==> config.mk <==
export PLATFORM = sky130hd
export DESIGN_NAME = muldiv_unit_flat
export DESIGN_NICKNAME = d
export VERILOG_FILES = /design/src/rtl/muldiv_unit_pkg.sv /design/src/rtl/muldiv_unit_if.sv /design/src/rtl/muldiv_unit_div_iter.sv /design/src/rtl/muldiv_unit.sv /design/src/flat_wrapper.sv
export SDC_FILE = /design/constraint.sdc
export NUM_CORES = 1
export LEC_CHECK = 0
export CORE_ASPECT_RATIO = 2
export CORE_MARGIN = 4
export CORE_UTILIZATION = 31
export CTS_BUF_LIST = sky130_fd_sc_hd__clkbuf_8
export DETAILED_ROUTE_END_ITERATION = 10
export SETUP_SLACK_MARGIN = 0.1
export SLEW_MARGIN = 40
export SYNTH_ARGS = -nofsm -noshare
export SYNTH_HDL_FRONTEND = slang
export SYNTH_SLANG_ARGS = --single-unit
export TNS_END_PERCENT = 1
==> constraint.sdc <==
create_clock -name clk -period 6.88 [get_ports clk]
set_clock_uncertainty 0.05 [all_clocks]
set_input_delay 0.688 -clock clk [delete_from_list [all_inputs] [get_ports clk]]
set_output_delay 0.688 -clock clk [all_outputs]
set_load 0.01 [all_outputs]
==> src/rtl/muldiv_unit_pkg.sv <==
// Shared definitions for the iterative multiply/divide unit: op codes,
// FSM state encoding and op-class decode helpers.
package muldiv_defs;

  localparam logic [3:0] OP_MULT  = 4'd0;
  localparam logic [3:0] OP_MULTU = 4'd1;
  localparam logic [3:0] OP_DIV   = 4'd2;
  localparam logic [3:0] OP_DIVU  = 4'd3;
  localparam logic [3:0] OP_MTHI  = 4'd4;
  localparam logic [3:0] OP_MTLO  = 4'd5;
  localparam logic [3:0] OP_MADD  = 4'd8;
  localparam logic [3:0] OP_MADDU = 4'd9;
  localparam logic [3:0] OP_MSUB  = 4'd10;
  localparam logic [3:0] OP_MSUBU = 4'd11;

  typedef enum logic [1:0] {
    ST_IDLE = 2'd0,
    ST_MUL  = 2'd1,
    ST_DIV  = 2'd2,
    ST_FIX  = 2'd3
  } state_t;

  function automatic logic is_signed(input logic [3:0] op);
    return (op == OP_MULT) || (op == OP_DIV) || (op == OP_MADD) || (op == OP_MSUB);
  endfunction

  function automatic logic is_div(input logic [3:0] op);
    return (op == OP_DIV) || (op == OP_DIVU);
  endfunction

  function automatic logic is_mul(input logic [3:0] op);
    return (op == OP_MULT) || (op == OP_MULTU);
  endfunction

  function automatic logic is_acc(input logic [3:0] op);
    return (op[3:2] == 2'b10);
  endfunction

  function automatic logic is_sub(input logic [3:0] op);
    return (op == OP_MSUB) || (op == OP_MSUBU);
  endfunction

endpackage

==> src/rtl/muldiv_unit_if.sv <==
// Handshake, cancel and HI/LO result bundle between the EXE stage (master)
// and the multiply/divide unit (slave).
interface muldiv_unit_if #(
  parameter int WIDTH = 32
);

  logic             op_valid;
  logic             op_ready;
  logic [3:0]       op_code;
  logic [WIDTH-1:0] op_a;
  logic [WIDTH-1:0] op_b;
  logic             cancel;
  logic             busy;
  logic             res_valid;
  logic             div_zero;
  logic [WIDTH-1:0] hi;
  logic [WIDTH-1:0] lo;

  modport master (
    output op_valid, op_code, op_a, op_b, cancel,
    input  op_ready, busy, res_valid, div_zero, hi, lo
  );

  modport slave (
    input  op_valid, op_code, op_a, op_b, cancel,
    output op_ready, busy, res_valid, div_zero, hi, lo
  );

endinterface

==> src/rtl/muldiv_unit_div_iter.sv <==
// Restoring divider datapath on unsigned magnitudes: one quotient bit per
// enabled step, WIDTH steps per division.
module div_iter #(
  parameter int WIDTH = 32
) (
  input  logic             clk,
  input  logic             resetn,
  input  logic             load,
  input  logic             step,
  input  logic [WIDTH-1:0] dividend,
  input  logic [WIDTH-1:0] divisor,
  output logic [WIDTH-1:0] quotient,
  output logic [WIDTH-1:0] remainder
);

  logic [WIDTH-1:0] rem_q;
  logic [WIDTH-1:0] quo_q;
  logic [WIDTH-1:0] dsr_q;
  logic [WIDTH:0]   trial;

  // The partial remainder stays below the divisor, so a borrow into bit WIDTH
  // means the trial subtraction went negative and must be restored.
  assign trial = {rem_q, quo_q[WIDTH-1]} - {1'b0, dsr_q};

  always_ff @(posedge clk or negedge resetn) begin
    if (!resetn) begin
      rem_q <= '0;
      quo_q <= '0;
      dsr_q <= '0;
    end else if (load) begin
      rem_q <= '0;
      quo_q <= dividend;
      dsr_q <= divisor;
    end else if (step) begin
      if (!trial[WIDTH]) begin
        rem_q <= trial[WIDTH-1:0];
        quo_q <= {quo_q[WIDTH-2:0], 1'b1};
      end else begin
        rem_q <= {rem_q[WIDTH-2:0], quo_q[WIDTH-1]};
        quo_q <= {quo_q[WIDTH-2:0], 1'b0};
      end
    end
  end

  assign quotient  = quo_q;
  assign remainder = rem_q;

endmodule

==> src/rtl/muldiv_unit.sv <==
// Iterative multiply/divide unit with its own HI/LO pair for the EXE stage.
// Define MULDIV_ACC_EN to enable MADD/MADDU/MSUB/MSUBU accumulation.
module muldiv_unit
  import muldiv_defs::*;
#(
  parameter int WIDTH = 32
) (
  input logic          clk,
  input logic          resetn,
  muldiv_unit_if.slave bus
);

  localparam int CNT_W = $clog2(WIDTH) + 1;

  state_t             state;
  state_t             next_state;
  logic [3:0]         op_q;
  logic [WIDTH-1:0]   a_q;
  logic [WIDTH-1:0]   b_q;
  logic [WIDTH-1:0]   hi_q;
  logic [WIDTH-1:0]   lo_q;
  logic [CNT_W-1:0]   cnt;
  logic [2*WIDTH-1:0] prod;
  logic [2*WIDTH-1:0] prod_fix;
  logic [WIDTH:0]     mul_sum;
  logic [WIDTH-1:0]   a_in_mag;
  logic [WIDTH-1:0]   b_in_mag;
  logic [WIDTH-1:0]   a_mag;
  logic [WIDTH-1:0]   quo;
  logic [WIDTH-1:0]   rem;
  logic [WIDTH-1:0]   quo_fix;
  logic [WIDTH-1:0]   rem_fix;
  logic [WIDTH-1:0]   fix_hi;
  logic [WIDTH-1:0]   fix_lo;
  logic               mt_pend;
  logic               res_valid_q;
  logic               div_zero_q;
  logic               accept;
  logic               start_mul;
  logic               start_div;
  logic               b_zero;
  logic               last_iter;
  logic               ready;
  logic               busy;
  logic               mul_step;
  logic               div_step;
  logic               fix_write;

  assign accept    = bus.op_valid & ready & ~bus.cancel;
  assign start_div = is_div(bus.op_code);
`ifdef MULDIV_ACC_EN
  assign start_mul = is_mul(bus.op_code) | is_acc(bus.op_code);
`else
  assign start_mul = is_mul(bus.op_code);
`endif
  assign b_zero    = (b_q == '0);
  assign last_iter = (cnt == CNT_W'(WIDTH - 1));

  assign a_in_mag = (is_signed(bus.op_code) && bus.op_a[WIDTH-1]) ? -bus.op_a : bus.op_a;
  assign b_in_mag = (is_signed(bus.op_code) && bus.op_b[WIDTH-1]) ? -bus.op_b : bus.op_b;
  assign a_mag    = (is_signed(op_q) && a_q[WIDTH-1]) ? -a_q : a_q;

  always_ff @(posedge clk or negedge resetn) begin
    if (!resetn) state <= ST_IDLE;
    else         state <= next_state;
  end

  always_comb begin
    next_state = state;
    if (bus.cancel) begin
      next_state = ST_IDLE;
    end else begin
      case (state)
        ST_IDLE: begin
          if (accept && start_mul)      next_state = ST_MUL;
          else if (accept && start_div) next_state = ST_DIV;
        end
        ST_MUL:  if (last_iter)           next_state = ST_FIX;
        // A zero divisor skips iteration and goes straight to the fix-up cycle.
        ST_DIV:  if (b_zero || last_iter) next_state = ST_FIX;
        ST_FIX:  next_state = ST_IDLE;
        default: next_state = ST_IDLE;
      endcase
    end
  end

  always_comb begin
    ready     = (state == ST_IDLE) & ~mt_pend & ~res_valid_q;
    busy      = (state != ST_IDLE);
    mul_step  = (state == ST_MUL) & ~bus.cancel;
    div_step  = (state == ST_DIV) & ~b_zero & ~bus.cancel;
    fix_write = (state == ST_FIX) & ~bus.cancel;
  end

  assign mul_sum  = {1'b0, prod[2*WIDTH-1:WIDTH]} + (prod[0] ? {1'b0, a_mag} : '0);
  assign prod_fix = (is_signed(op_q) && (a_q[WIDTH-1] ^ b_q[WIDTH-1])) ? -prod : prod;
  assign quo_fix  = (is_signed(op_q) && (a_q[WIDTH-1] ^ b_q[WIDTH-1])) ? -quo : quo;
  assign rem_fix  = (is_signed(op_q) && a_q[WIDTH-1]) ? -rem : rem;

`ifdef MULDIV_ACC_EN
  logic [2*WIDTH-1:0] acc_sum;
  assign acc_sum = is_sub(op_q) ? ({hi_q, lo_q} - prod_fix) : ({hi_q, lo_q} + prod_fix);
`endif

  always_comb begin
    fix_hi = hi_q;
    fix_lo = lo_q;
    if (is_div(op_q)) begin
      if (b_zero) begin
        fix_hi = a_q;
        fix_lo = '1;
      end else begin
        fix_hi = rem_fix;
        fix_lo = quo_fix;
      end
    end
`ifdef MULDIV_ACC_EN
    else if (is_acc(op_q)) begin
      {fix_hi, fix_lo} = acc_sum;
    end
`endif
    else begin
      {fix_hi, fix_lo} = prod_fix;
    end
  end

  // MTHI/MTLO and NOP codes never leave IDLE; mt_pend holds them for the one
  // cycle before their write/pulse so the latency matches the other ops.
  always_ff @(posedge clk or negedge resetn) begin
    if (!resetn) begin
      op_q        <= '0;
      a_q         <= '0;
      b_q         <= '0;
      cnt         <= '0;
      prod        <= '0;
      mt_pend     <= 1'b0;
      hi_q        <= '0;
      lo_q        <= '0;
      res_valid_q <= 1'b0;
      div_zero_q  <= 1'b0;
    end else begin
      res_valid_q <= 1'b0;
      div_zero_q  <= 1'b0;
      if (accept) begin
        op_q    <= bus.op_code;
        a_q     <= bus.op_a;
        b_q     <= bus.op_b;
        cnt     <= '0;
        prod    <= {{WIDTH{1'b0}}, b_in_mag};
        mt_pend <= ~start_mul & ~start_div;
      end else if (mt_pend) begin
        mt_pend <= 1'b0;
        if (!bus.cancel) begin
          res_valid_q <= 1'b1;
          if (op_q == OP_MTHI) hi_q <= a_q;
          if (op_q == OP_MTLO) lo_q <= a_q;
        end
      end
      if (mul_step) begin
        prod <= {mul_sum, prod[WIDTH-1:1]};
        cnt  <= cnt + CNT_W'(1);
      end
      if (div_step) cnt <= cnt + CNT_W'(1);
      if (fix_write) begin
        hi_q        <= fix_hi;
        lo_q        <= fix_lo;
        res_valid_q <= 1'b1;
        div_zero_q  <= is_div(op_q) & b_zero;
      end
    end
  end

  div_iter #(.WIDTH(WIDTH)) u_div_iter (
    .clk       (clk),
    .resetn    (resetn),
    .load      (accept & start_div),
    .step      (div_step),
    .dividend  (a_in_mag),
    .divisor   (b_in_mag),
    .quotient  (quo),
    .remainder (rem)
  );

  assign bus.op_ready  = ready;
  assign bus.busy      = busy;
  assign bus.res_valid = res_valid_q;
  assign bus.div_zero  = div_zero_q;
  assign bus.hi        = hi_q;
  assign bus.lo        = lo_q;

endmodule
==> src/flat_wrapper.sv <==
// flat-port wrapper written by rule: the top's interface ports become plain ports
module muldiv_unit_flat import muldiv_defs::*;
#(
  parameter int WIDTH = 32
)
  (clk, resetn, bus_op_valid, bus_op_code, bus_op_a, bus_op_b, bus_cancel, bus_op_ready, bus_busy, bus_res_valid, bus_div_zero, bus_hi, bus_lo);
  muldiv_unit_if #(.WIDTH(WIDTH)) bus_i ();
  input logic clk;
  input logic resetn;
  input wire logic [$bits(bus_i.op_valid)-1:0] bus_op_valid;
  input wire logic [$bits(bus_i.op_code)-1:0] bus_op_code;
  input wire logic [$bits(bus_i.op_a)-1:0] bus_op_a;
  input wire logic [$bits(bus_i.op_b)-1:0] bus_op_b;
  input wire logic [$bits(bus_i.cancel)-1:0] bus_cancel;
  output wire logic [$bits(bus_i.op_ready)-1:0] bus_op_ready;
  output wire logic [$bits(bus_i.busy)-1:0] bus_busy;
  output wire logic [$bits(bus_i.res_valid)-1:0] bus_res_valid;
  output wire logic [$bits(bus_i.div_zero)-1:0] bus_div_zero;
  output wire logic [$bits(bus_i.hi)-1:0] bus_hi;
  output wire logic [$bits(bus_i.lo)-1:0] bus_lo;
  assign bus_i.op_valid = bus_op_valid;
  assign bus_i.op_code = bus_op_code;
  assign bus_i.op_a = bus_op_a;
  assign bus_i.op_b = bus_op_b;
  assign bus_i.cancel = bus_cancel;
  assign bus_op_ready = bus_i.op_ready;
  assign bus_busy = bus_i.busy;
  assign bus_res_valid = bus_i.res_valid;
  assign bus_div_zero = bus_i.div_zero;
  assign bus_hi = bus_i.hi;
  assign bus_lo = bus_i.lo;
  muldiv_unit #(.WIDTH(WIDTH)) u_core (.clk(clk), .resetn(resetn), .bus(bus_i));
endmodule
==> results of run 1 <==
==> final timing paths <==
path                                               end  slack (ps)                   startpoint  depth (start not counted)
max                                    u_core.prod[59]        1790                u_core.a_q[4]                         16
min                        u_core.u_div_iter.dsr_q[29]         430  u_core.u_div_iter.dsr_q[29]                          2
max reg2reg                            u_core.prod[59]        1790                u_core.a_q[4]                         16
min reg2reg                u_core.u_div_iter.dsr_q[29]         430  u_core.u_div_iter.dsr_q[29]                          2
max in group asynchronous               u_core.a_q[15]        4990                       resetn                          4
min in group asynchronous  u_core.u_div_iter.dsr_q[31]         570                       resetn                          2
==> cell type report <==
| type | count | area (um^2) | area share (%) |
|---|---|---|---|
| Inverter | 76 | 285.3 | 1.124 |
| Timing Repair Buffer | 184 | 1814 | 7.150 |
| Antenna cell | 7 | 17.52 | 0.06903 |
| Tap cell | 910 | 1139 | 4.487 |
| Multi-Input combinational cell | 2202 | 13570 | 53.49 |
| Clock inverter | 27 | 178.9 | 0.7051 |
| Sequential cell | 303 | 7582 | 29.88 |
| Clock buffer | 57 | 784.5 | 3.092 |
==> flip-flops by register name, indices dropped and copies added, names as in the netlist, 2 cells and up <==
signal and flops:
u_core.a_q 32, u_core.b_q 32, u_core.bus.hi 32, u_core.bus.lo 32, u_core.cnt 6, u_core.op_q 4
u_core.prod 64, u_core.state 2, u_core.u_div_iter.dsr_q 32, u_core.u_div_iter.quotient 32, u_core.u_div_iter.remainder 32
==> cells in the final DEF, fill, tap and decap left out, types with 61 or more instances in the layout <==
master and n:
a31oi_1 61, xnor2_1 148, inv_1 95, nand2_1 432, a21oi_1 191, nor2_1 248
xor2_1 105, ha_1 75, clkdlybuf4s50_1 138, dfrtp_1 303, o21ai_0 244
==> cells in the mapped netlist (6+ instances only) <==
cell type    n
xor2_1     105
and3_1      15
a31oi_1     61
o211ai_1    17
a41oi_1      8
dfrtp_1    303
buf_1       13
o31ai_1     35
nor2_1     251
a211oi_1    23
a21o_1      21
or3_1       33
o41ai_1     24
o21ai_1      8
mux2i_1     60
nor3_1      57
nand4_1     18
o22ai_1     14
nand2b_1    12
ha_1        75
or2_2        8
nand3b_1     6
clkbuf_1   175
mux2_2       7
a221oi_1    16
and2_1      13
a221o_1     26
o21bai_1    12
inv_1       76
nand3_1     60
or4_1       26
a21oi_1    191
nor4_1      37
o21a_1      17
nand2_1    432
a22oi_1     29
xnor2_1    148
o21ai_0    244
o2111ai_1    6
nor2b_1      9
==> critical path, stage by stage, from the launching register on <==
cell and delay [ps]:
dfrtp_1 450, or3_1 430, or3_1 340, o31ai_1 470
o21a_1 380, o21ai_0 170, xnor2_1 160, nor2_1 60
ha_1 330, a211oi_1 310, o21ai_0 220, a32o_1 330
or4_1 410, o221ai_1 350, a211oi_1 180, o21a_1 200
o31ai_1 180
==> kinds of logic after synthesis <==
family,synth area share (%)
AND/OR/NAND/NOR,20.90
AO/OA/AOI/OAI,22.59
flip-flops,34.31
buffers and inverters,4.671
XOR/XNOR,10.03
adder cells (fa/ha/maj),4.428
multiplexers,3.074
==> report_power, final <==
part | internal, mW | total [mW] | switching, mW
Sequential | 2.58 | 3.84 | 1.26
Clock | 0.827 | 1.63 | 0.802
Combinational | 3.16 | 7.70 | 4.54
Total | 6.56 | 13.2 | 6.60
==> metal layers <==
metal / track usage, % / vias up / routed length (um)
met3: 3.664 / 301 / 5059
met4: 17.72 / 2 / 8384
li1: - / 9999 / -
met1: 24.65 / 10260 / 31950
met5: 0 / - / 13
met2: 39.04 / 829 / 43240
==> summary.md, run 1 <==
| Metric | Value |
|---|---|
| Global-route wire length before repair | `133300 um` |
| Via-to-Cell Ratio | `around 5.7` |
| CP endpoint kind | `flop` |
| Setup violations, final | `0` |
| Rows | `138` |
| Leak | `10.61 nW` |
| Root cell of the clock tree | `clkbuf_8` |
| Crit path max fanout | `6` |
| Total track usage | `22.71%` |
| Setup_tns | `0 ps` |
| Final Max Slew Viols | `0` |
| Setup repair after global routing missed its margin | `false` |
| Yosys top cell area share | `about 34%` |
| Worst IR Drop VDD | `approximately 0.00024 V` |
| Routed len/inst | `roughly 24 um` |
| Post-Place Setup Slack | `1873 ps` |
| Cells after Synth | `2776` |
| Synth-to-layout area growth | `14.83%` |
| TritonCTS clock tree | `built` |
| Clock buffer depth | `3` |
| Clock buffer count from CTS | `49` |
| Initial antenna violation count | `9` |
| Die W | `196.8 um` |
| Ratio of cells with drive above 1 in the final layout | `5.546%` |
| Run status | `completed` |
| Clock transition at path regs | `70 ps` |
| Final hold vios | `0` |
| Yosys warning total | `0` |
| Via count | `21390` |
| Final worst slack | `about 1800 ps` |
| Worst Path Class, Setup | `reg -> reg` |
| First DRT Iteration DRCs | `roughly 1700` |
| Period utilisation layout | `73.97%` |
| Port Buffer Count | `139` |
| Clock Latency Late Sink | `650 ps` |
| Hold Crit Class | `reg -> reg` |
| Core Area | `between 70000 and 80000 um^2` |
| Async SR Flop Fraction | `100.0%` |
| Hold_buf cts | `1` |
| Clk sinks | `just over 300` |
| WL final | `88650 um` |
| Starting Density | `31.22%` |
| Setup bufs post-CTS | `0` |
| Die height | `385.6 um` |
| Maxcap violations | `0` |
| Number of synthesized register bits | `303` |
| DRC violations left | `0` |
| Dpl cell area | `24370 um^2` |
| Routed Antenna Nets | `0` |
| Power Dens Cells | `roughly 520 nW/um^2` |
| Final instance area | `25380 um^2` |
| Die area | `75880 um^2` |
| Post-synth EDFFs | `0` |
| Measured slew at the worst slew-check pin | `about 820 ps` |
| Htree depth | `2` |
| Netlist Area Pre-Place | `22100 um^2` |
| FMAX | `roughly 200 MHz` |
| Hold slack | `429.1 ps` |
| Placed Cells incl. Taps | `3674` |
| Dominant cell type by area after synthesis | `dfrtp_1` |
| Fillers | `7370` |
| Final std cells w/o fill | `3766` |
| Vias in the first global route | `21490` |
| Mapped Avg Cell Area | `around 8 um^2` |
| Hpwl dp | `66570 um` |
| Gpl congestion | `0.9903` |
| Pwr Total | `13.16 mW` |
| Required @ worst endpoint | `7380 ps` |
| Count of different cell masters after synthesis | `82` |
| Slew headroom | `a little under half` |
| Pin count of the biggest net entering global routing | `165` |
| DRT Pass-1 Iters | `6` |
| Type of origin of the critical path | `flop` |
| Grt ovf | `0` |
| Synth area leaders | `dfrtp_1 34%, nand2_1 7.3%, xnor2_1 5.9%` |
| Seq/Total Area, Yosys | `34.31%` |
| Synth Net Count | `~2900` |
| PostCTS Resize Cnt | `0` |
| Fin nets | `2965` |
| Arrival @ worst endpoint | `5590 ps` |
| Dominant synthesized flop cell | `dfrtp_1` |
| Final core utilization | `35.84%` |
| Top-Level Pins | `140` |
| Post-layout min period | `5089 ps` |
(Power assumes the default switching activity.)
==> run 2: changes to the inputs <==
clock period = 5.2 ns   (was 6.88 ns; I/O delays follow)
==> run 2 against run 1 <==
- via count rose by 1.9%
- setup slack got worse by 1400 ps
- sequential share of layout area fell by 0.25 points
- combinational power rose by 36%
- final cell count rose by 0.69%
- first-iteration DRC count fell by 2.0%
- core utilization rose by 0.31 points
- global-route usage rose by 0.92 points
- sequential power rose by 32%
- register-to-register slack got worse by 1400 ps
==> summary.md, run 2 (same netlist as run 1, synthesis figures left out) <==
| Metric | Value |
|---|---|
| Maxcap violations | `0 (unchanged)` |
| Setup bufs post-CTS | `0 (unchanged)` |
| Via count | `21800 (+1.9%)` |
| Clk sinks | `303 (unchanged)` |
| Worst Path Class, Setup | `reg -> reg` |
| Pwr Total | `17.86 mW (+36%)` |
| Setup violations, final | `0 (unchanged)` |
| Top-Level Pins | `140 (unchanged)` |
| Arrival @ worst endpoint | `5330 ps (-260 ps)` |
| Final worst slack | `391.7 ps (-1399 ps)` |
| WL final | `91950 um (+3.7%)` |
| Type of origin of the critical path | `flop` |
| DRC violations left | `0 (unchanged)` |
| Htree depth | `2 (unchanged)` |
| Leak | `10.75 nW (+1.3%)` |
| Most frequent cells in the layout | `432 x nand2_1, 303 x dfrtp_1, 249 x nor2_1, 244 x o21ai_0, 191 x a21oi_1` |
| Measured slew at the worst slew-check pin | `888.1 ps (+69.89 ps)` |
| Clock buffer depth | `3 (unchanged)` |
| Grt ovf | `0 (unchanged)` |
| Most flop-heavy register | `u_core.prod` |
| Gpl congestion | `1.014 (+2.4%)` |
| Die height | `385.6 um (unchanged)` |
| Rows | `138 (unchanged)` |
| Hpwl dp | `70080 um (+5.3%)` |
| Final Max Slew Viols | `0 (unchanged)` |
| Hold_buf cts | `1 (unchanged)` |
| Power Dens Cells | `697.8 nW/um^2 (+35%)` |
| Hold Crit Class | `in -> async` |
| Switching power | `8.959 mW (+36%)` |
| TritonCTS clock tree | `built` |
| Vias in the first global route | `21970 (+2.2%)` |
| Hold slack | `368.7 ps (-60.39 ps)` |
| CP endpoint kind | `flop` |
| Met2 Use GR | `41.11% (+2.1 points)` |
| Total track usage | `23.63% (+0.92 points)` |
| Int Pwr | `8.899 mW (+36%)` |
| Global-route wire length before repair | `137800 um (+3.4%)` |
| Fin nets | `2989 (+0.81%)` |
| Core Area | `70790 um^2 (unchanged)` |
| Via-to-Cell Ratio | `5.748 (+1.2%)` |
| Post-Place Setup Slack | `411.0 ps (-1462 ps)` |
| Initial antenna violation count | `10 (+1)` |
| Met1 usage | `25.45% (+0.80 points)` |
| Synth-to-layout area growth | `15.81%` |
| Routed len/inst | `24.25 um (+3.0%)` |
| Starting Density | `31.22% (unchanged)` |
| First DRT Iteration DRCs | `1645 (-2.0%)` |
| DRT Pass-1 Iters | `5 (-1)` |
| Largest register FFs | `64 (unchanged)` |
| PostCTS Resize Cnt | `0 (unchanged)` |
| Crit path max fanout | `4 (-2)` |
| Die area | `75880 um^2 (unchanged)` |
| Port Buffer Count | `139 (unchanged)` |
| Gate power share | `58.9% (+0.4 points)` |
| Clock buffer count from CTS | `48 (-2.0%)` |
| Worst IR Drop VDD | `0.0002386 V (+1.5%)` |
| Run status | `completed` |
| Ratio of cells with drive above 1 in the final layout | `6.639% (+1.1 points)` |
| M3 GR Usage | `3.559% (-0.10 points)` |
| Busiest grt layer | `met2` |
| Slew headroom | `39.96% (-5.3 points)` |
| Routed Antenna Nets | `0 (unchanged)` |
| Required @ worst endpoint | `5720 ps (-1660 ps)` |
| FMAX | `208.0 MHz (+5.8%)` |
| Clk pwr share | `12.8% (+0.4 points)` |
| Root cell of the clock tree | `clkbuf_8` |
| Setup repair after global routing missed its margin | `false` |
| Final hold vios | `0 (unchanged)` |
| Period utilisation layout | `92.47% (+18 points)` |
| Clock Latency Late Sink | `660 ps (about the same)` |
| Sw Ratio | `50.17% (about the same)` |
| Die W | `196.8 um (unchanged)` |
| Worst reg2reg path depth | `17 (+1)` |
| Setup_tns | `0 ps (unchanged)` |
| Seq pwr share | `28.3% (-0.9 points)` |
| Pin count of the biggest net entering global routing | `112 (-32%)` |
| Post-layout min period | `4808 ps (-281.2 ps)` |
| Commonest non-fill, non-tap cell in the layout | `nand2_1` |
| Clock transition at path regs | `60 ps (about the same)` |
## run 2: cell types whose count changed in the layout (fill, tap and decap cells not counted), sizes merged
cell / before / now
diode: 7 / 5
buf: 45 / 70
clkbuf: 57 / 63
clkinv: 4 / 5
inv: 96 / 92
## run 2: final cells by class
type	instances	area (um^2)
diodes	5	12.51
repair buffers	209	1957
fillers	7476	45200
multi-input cells	2202	13580
clock inverters	24	173.9
flip-flops and latches	303	7582
well taps	910	1139
clock buffers	63	867.1
inverters	76	285.3
## run 2: per-stage QoR
step / util [%] / instance area [um^2] / std cells
2_1_floorplan: - / 22100 / 2776
3_3_place_gp: 34.57 / 24470 / 3698
3_5_place_dp: 34.64 / 24520 / 3699
4_1_cts: 36.12 / 25570 / 3787
5_1_grt: 36.14 / 25580 / 3788
6_report: 36.15 / 25590 / 3792
## run 2: power groups by stage
| stage | logic (mW) | registers, mW | clock network [mW] |
|---|---|---|---|
| after detailed placement | 10.4 | 5.03 | 0 |
| after global placement | 10.3 | 5.01 | 0 |
| final | 10.5 | 5.05 | 2.28 |
| after floorplan | 7.19 | 4.35 | 0 |
| after global routing | 11.5 | 5.17 | 2.42 |
| after CTS | 10.5 | 4.99 | 2.33 |
## run 2: worst max-delay path, stage by stage (launching register included)
cell      delay [ps]
dfrtp_1          380
or3_1            430
or3_1            350
o31ai_1          220
buf_4            170
o21a_1           210
o21ai_0          140
xnor2_1          150
nor2_1            80
ha_1             360
a211oi_1         310
o21ai_0          230
a32o_1           330
or4_1            410
o221ai_1         340
a211oi_1         190
o21a_1           200
o31ai_1          180
## run 2: worst paths after layout
path                                                    to           from  slack, ps
max                                        u_core.prod[59]  u_core.a_q[4]        390
min                        u_core.u_div_iter.remainder[30]         resetn        370
max reg2reg                                u_core.prod[59]  u_core.a_q[4]        390
min reg2reg                                  u_core.b_q[4]  u_core.b_q[4]        430
max in group asynchronous      u_core.u_div_iter.dsr_q[14]         resetn       3540
min in group clk                             u_core.b_q[4]  u_core.b_q[4]        430
## run 2: routing by layer
| metal | routed length [um] | part of all wire, % |
|---|---|---|
| met5 | 44 | 0.048 |
| met4 | 8882 | 9.7 |
| met3 | 4875 | 5.3 |
| met2 | 45310 | 49 |
| met1 | 32840 | 36 |
==> run 3: changes to the inputs <==
CAP_MARGIN = 20   (was unset)
SKIP_CTS_REPAIR_TIMING = 1   (was unset)
==> results of run 3 <==
No change in the layout: final DEF, timing and power equal those of run 2.
